File: config.mk
export PLATFORM = sky130hd
export DESIGN_NAME = joypad_scanner
export DESIGN_NICKNAME = d
export VERILOG_FILES = /design/src/rtl/joypad_scanner.sv
export SDC_FILE = /design/constraint.sdc
export NUM_CORES = 1
export LEC_CHECK = 0
export BUFFER_PORTS_ARGS = -buffer_cell sky130_fd_sc_hd__buf_2
export CELL_PAD_IN_SITES_DETAIL_PLACEMENT = 2
export CELL_PAD_IN_SITES_GLOBAL_PLACEMENT = 2
export CORE_ASPECT_RATIO = 0.8
export CORE_UTILIZATION = 37
export CTS_CLUSTER_DIAMETER = 100
export DETAILED_ROUTE_END_ITERATION = 7
export PLACE_DENSITY = 0.72
export SETUP_SLACK_MARGIN = 0.5
export SLEW_MARGIN = 15
export SYNTH_ARGS = -nofsm -noshare
export SYNTH_HDL_FRONTEND = slang
export SYNTH_SLANG_ARGS = --single-unit
File: constraint.sdc
create_clock -name clk -period 1.81 [get_ports clk]
set_input_delay 0.362 -clock clk [delete_from_list [all_inputs] [get_ports clk]]
set_output_delay 0.362 -clock clk [all_outputs]
set_load 0.05 [all_outputs]
File: src/rtl/joypad_scanner.sv
// joypad_scanner
//   Samples eight bouncy pushbuttons, brings them into the clk domain and
//   debounces each one independently. The debounced levels feed the joypad
//   register block (active-low) and debug LEDs (active-high). A one-cycle
//   interrupt request is raised whenever any button becomes pressed.
//
// Parameters
//   DEBOUNCE_CYCLES : consecutive disagreeing cycles before a button's
//                     debounced state flips (1..65535)
//   CNT_W           : per-button counter width, 2**CNT_W > DEBOUNCE_CYCLES
//
// Ports
//   clk      : system clock, rising edge
//   rst      : asynchronous reset, active-low
//   btn_raw  : raw buttons, active-high, bit order
//              [7:0] = start, select, b, a, down, up, left, right
//   je       : debounced levels, active-low (0 = pressed)
//   irq_req  : one-cycle pulse after any release-to-press transition
//   pressed  : debounced levels, active-high (always ~je)

module joypad_scanner #(
  parameter int DEBOUNCE_CYCLES = 20000,
  parameter int CNT_W           = 16
) (
  input  logic       clk,
  input  logic       rst,
  input  logic [7:0] btn_raw,
  output logic [7:0] je,
  output logic       irq_req,
  output logic [7:0] pressed
);

  // The count value on which a still-disagreeing button finally flips.
  localparam logic [CNT_W-1:0] CNT_MAX = CNT_W'(DEBOUNCE_CYCLES - 1);

  logic [7:0]       btn_meta;
  logic [7:0]       btn_sync;
  logic [7:0]       stable;
  logic [7:0]       stable_next;
  logic [CNT_W-1:0] cnt      [8];
  logic [CNT_W-1:0] cnt_next [8];

  // Two-flop synchronizer per button. Only btn_sync is used downstream;
  // btn_meta is allowed to go metastable and must not fan out anywhere else.
  always_ff @(posedge clk or negedge rst) begin
    if (!rst) begin
      btn_meta <= '0;
      btn_sync <= '0;
    end else begin
      btn_meta <= btn_raw;
      btn_sync <= btn_meta;
    end
  end

  // Next-state logic for every button's debounce counter. Agreement with the
  // debounced state clears the counter, so any single quiet cycle restarts
  // the count. Disagreement counts up until CNT_MAX, and on that edge the
  // state flips and the counter goes back to zero, so it can never wrap.
  always_comb begin
    stable_next = stable;
    for (int i = 0; i < 8; i++) begin
      cnt_next[i] = '0;
      if (btn_sync[i] != stable[i]) begin
        if (cnt[i] == CNT_MAX) begin
          stable_next[i] = btn_sync[i];
        end else begin
          cnt_next[i] = cnt[i] + CNT_W'(1);
        end
      end
    end
  end

  // Debounced state, counters and the interrupt request. The request is
  // computed from the edge's own 0-to-1 transitions, so several buttons
  // pressing together give one pulse, and releases never contribute.
  // Reset clears irq_req and stable together, so leaving reset cannot
  // itself look like a press.
  always_ff @(posedge clk or negedge rst) begin
    if (!rst) begin
      stable  <= '0;
      irq_req <= 1'b0;
      for (int i = 0; i < 8; i++) begin
        cnt[i] <= '0;
      end
    end else begin
      stable  <= stable_next;
      irq_req <= |(stable_next & ~stable);
      for (int i = 0; i < 8; i++) begin
        cnt[i] <= cnt_next[i];
      end
    end
  end

  // Both level outputs come straight off the stable register.
  assign pressed = stable;
  assign je      = ~stable;

endmodule
==> results.py <==
metrics = {
    "setup_path": {
        "worst_ep_required_time_ns": 2.18,
        "r2r_slack_ns": -0.13,
        "critPathArrivalTime_ns": 2.31,
        "rr_worst_depth": 7,
        "path_class": "reg2reg",
        "path_max_fanout": 4,
        "cp-start-kind": "register",
        "reg2reg_from": "cnt[0]",
        "worst_r2r_endpoint": "cnt[14]",
        "critPathCaptureType": "register",
    },
    "die": {
        "ios": 27,
        "dieArea_sq_um": 19200,
        "core_sq_um": 18200,
        "die_w_um": 155,
        "dieHeight_um": 124,
        "rows": 44,
        "start_util_pct": 37.9,
    },
    "cts": {
        "cts_buffer_depth": 2,
        "cts_tree": "built",
        "htreeDepth": 4,
        "path_clk_slew_ns": 0.07,
        "insertion_delay_ns": 0.46,
        "cts-root-buf": "clkbuf_16",
        "numCtsBuffers": 17,
        "cts.sinks": 153,
    },
    "global_route": {
        "grt_usage_pct": 27.2,
        "grt-ovfl-total": 0,
        "grt_max_degree": 46,
        "antenna_found_initial": 0,
        "grt_pass1_wl_mm": 38.5,
        "grt_pass1_vias": 6608,
    },
    "yosys": {
        "yosys.cell_count.top_type": "dfrtp_1",
        "syn_inst": 673,
        "synth_cell_types": 34,
        "synthTopCellsByArea": "dfrtp_1 55%, xor2_1 9.4%, nor2_1 7.8%",
        "synthArstFlopShare_pct": 100,
        "synth_ff_type": "dfrtp_1",
        "synth_warnings": 0,
        "syn_area_per_cell_sq_um": 10.3,
        "yosys_register_bits": 153,
        "synth_enable_flop_cells": 0,
        "ys_seq_area_share_pct": 55.4,
        "synth.cell_area_sq_um": 6910,
        "synth_top_area_share_pct": 55.4,
        "synth_nets": 691,
        "yosysTopAreaCell": "dfrtp_1",
        "netlist_top_cells_count": "153 x dfrtp_1, 143 x nor2_1, 74 x xor2_1",
    },
    "sta": {
        "hold_slack_ns": 0.0106,
        "period_minus_slack_ns": 1.94,
        "tns_ns": -0.968,
        "min_period_over_period_pct": 107,
        "slew_headroom_pct": 63.5,
        "fmax_ghz": 0.514,
        "grt_setup_unrepaired": "true",
        "tightestPinTransition_ns": 0.547,
        "setup_viol": 19,
        "clock-skew-final_ns": 0.0158,
        "drv_slew": 0,
        "fin_ws_ns": -0.134,
        "hold_viol_final": 0,
    },
    "finish": {
        "fin_nets": 880,
        "area_growth_syn_to_layout_pct": 59.5,
        "layout-drive-gt1-share_pct": 54.4,
        "diodes": 0,
        "fin_cells": 1126,
        "design_area_sq_um": 11000,
        "finish.utilization_pct": 60.4,
    },
    "job": {
        "drv_cap": 0,
    },
    "placed_design": {
        "dp_hpwl_mm": 11.8,
        "portBuffers": 26,
        "gp_congestion": 0.785,
        "placed_cells": 966,
        "preCtsSetupSlack_ns": -0.126,
        "placed_area_sq_um": 7690,
    },
    "route": {
        "firstDrtPassIters": 4,
        "drcViolationCount": 0,
        "postRouteAntennaNets": 0,
        "routedWlPerCell_um": 29.1,
        "viasPerCell": 5.40,
        "num_vias": 6080,
        "wirelength_mm": 32.8,
        "drtIter0Drc": 306,
    },
    "pwr": {
        "finalPower_mw": 7.87,
        "cellLeakagePower_nw": 4.50,
        "power.density_nw_per_um2": 715,
        "vdd_ir_drop_max_mv": 0.962,
    },
    "worst_hold_path": {
        "hold_path_class": "in2reg",
        "holdPathStages": 1,
        "hold_end": "btn_meta[2]",
        "hold_start": "btn_raw[2]",
    },
    "run_status": {
        "status": "finished with violations",
        "failed_checks": "setup timing",
    },
}
-- critical path, stage by stage (launching register included) --
cell and delay [ns]:
dfrtp_1 0.42, ha_1 0.30, nand4_1 0.20, nor3_1 0.32
buf_4 0.20, nand2_1 0.10, xor2_1 0.17, nor2_2 0.15
-- routing by layer --
metal | GRT usage [%] | wire (um) | vias up
met3 | 5.57 | 1110 | 107
met5 | 0 | 0 | -
met4 | 9.53 | 1630 | 0
met1 | 30.1 | 12600 | 3205
met2 | 52.1 | 17500 | 163
li1 | - | - | 2605
-- registers in the layout, summed over array words and instances, names as in the netlist --
name	flops
pressed	8
btn_sync	8
cnt	128
irq_req	1
btn_meta	8
-- area by class of cell --
type                            instances  area (sq um)
Sequential cell                       153          3860
Inverter                               28           111
Tap cell                              253           317
Clock inverter                          7          93.8
Multi-Input combinational cell        485          4510
Fill cell                            1677          7210
Clock buffer                           23           478
Timing Repair Buffer                  177          1640
-- cells in the final DEF (no fill, tap or decap), types with 3 or more instances in the layout --
cell type	instances
dfrtp_1	126
buf_4	119
nor2_4	74
xor2_1	51
nor2_1	41
xnor2_1	39
nand4_1	35
nand3_1	29
nand2_1	29
nor2_2	28
dfrtp_2	27
xor2_2	23
buf_6	23
buf_8	19
inv_1	18
clkbuf_16	17
and3_1	13
nand2_2	12
or2_4	10
nor4_4	9
nand3_2	8
inv_2	8
buf_2	8
mux2_4	7
nand3_4	6
and2_1	6
ha_4	6
and4_4	5
nor3_2	5
xnor2_2	5
buf_12	5
nor4_2	4
nor4b_2	4
nand2_8	4
nor4b_4	3
clkinvlp_4	3
clkbuf_1	3
clkbuf_8	3
-- worst max path at each step --
stage | from | endpoint | slack (ns) | cells past startpoint
after global routing | cnt[0] | cnt[14] | -0.18 | 7
after floorplan | cnt[12] | cnt[10] | 0.08 | 6
after detailed placement | cnt[0] | irq_req | -0.13 | 6
final | cnt[0] | cnt[14] | -0.13 | 7
after global placement | cnt[0] | irq_req | 0.02 | 6
after CTS | cnt[5] | cnt[3] | 0.04 | 5
-- kinds of logic (layout without fill, tap and decap cells) --
group                      count (synthesis)  count (layout)  synth area share (%)
xor gates and xnor gates                 119             119                  15.1
muxes                                      8               8                  1.30
adders and majority gates                  8               8                  1.45
and+or+nand+nor                          340             345                  23.7
DFF                                      153             153                  55.4
AOI/OAI and AO/OA                          5               5                 0.489
buffers and inverters                     40             235                  2.54
-- report_power, final --
group	internal, mW	leakage, nW	switching, mW
sequential	3.48	2.04	0.0847
combinational	0.230	2.19	0.351
clock	2.12	0.275	1.60
total	5.83	4.50	2.04
-- timing repair --
action,4_1_cts,5_1_grt
gates cloned,7,0
setup endpoints to repair,148,148
buffers inserted,83,39
hold endpoints to repair,40,0
resized for setup,230,183
pin swaps,74,59
hold buffers,1,0
Note: power is estimated with default switching activity, not from simulation.
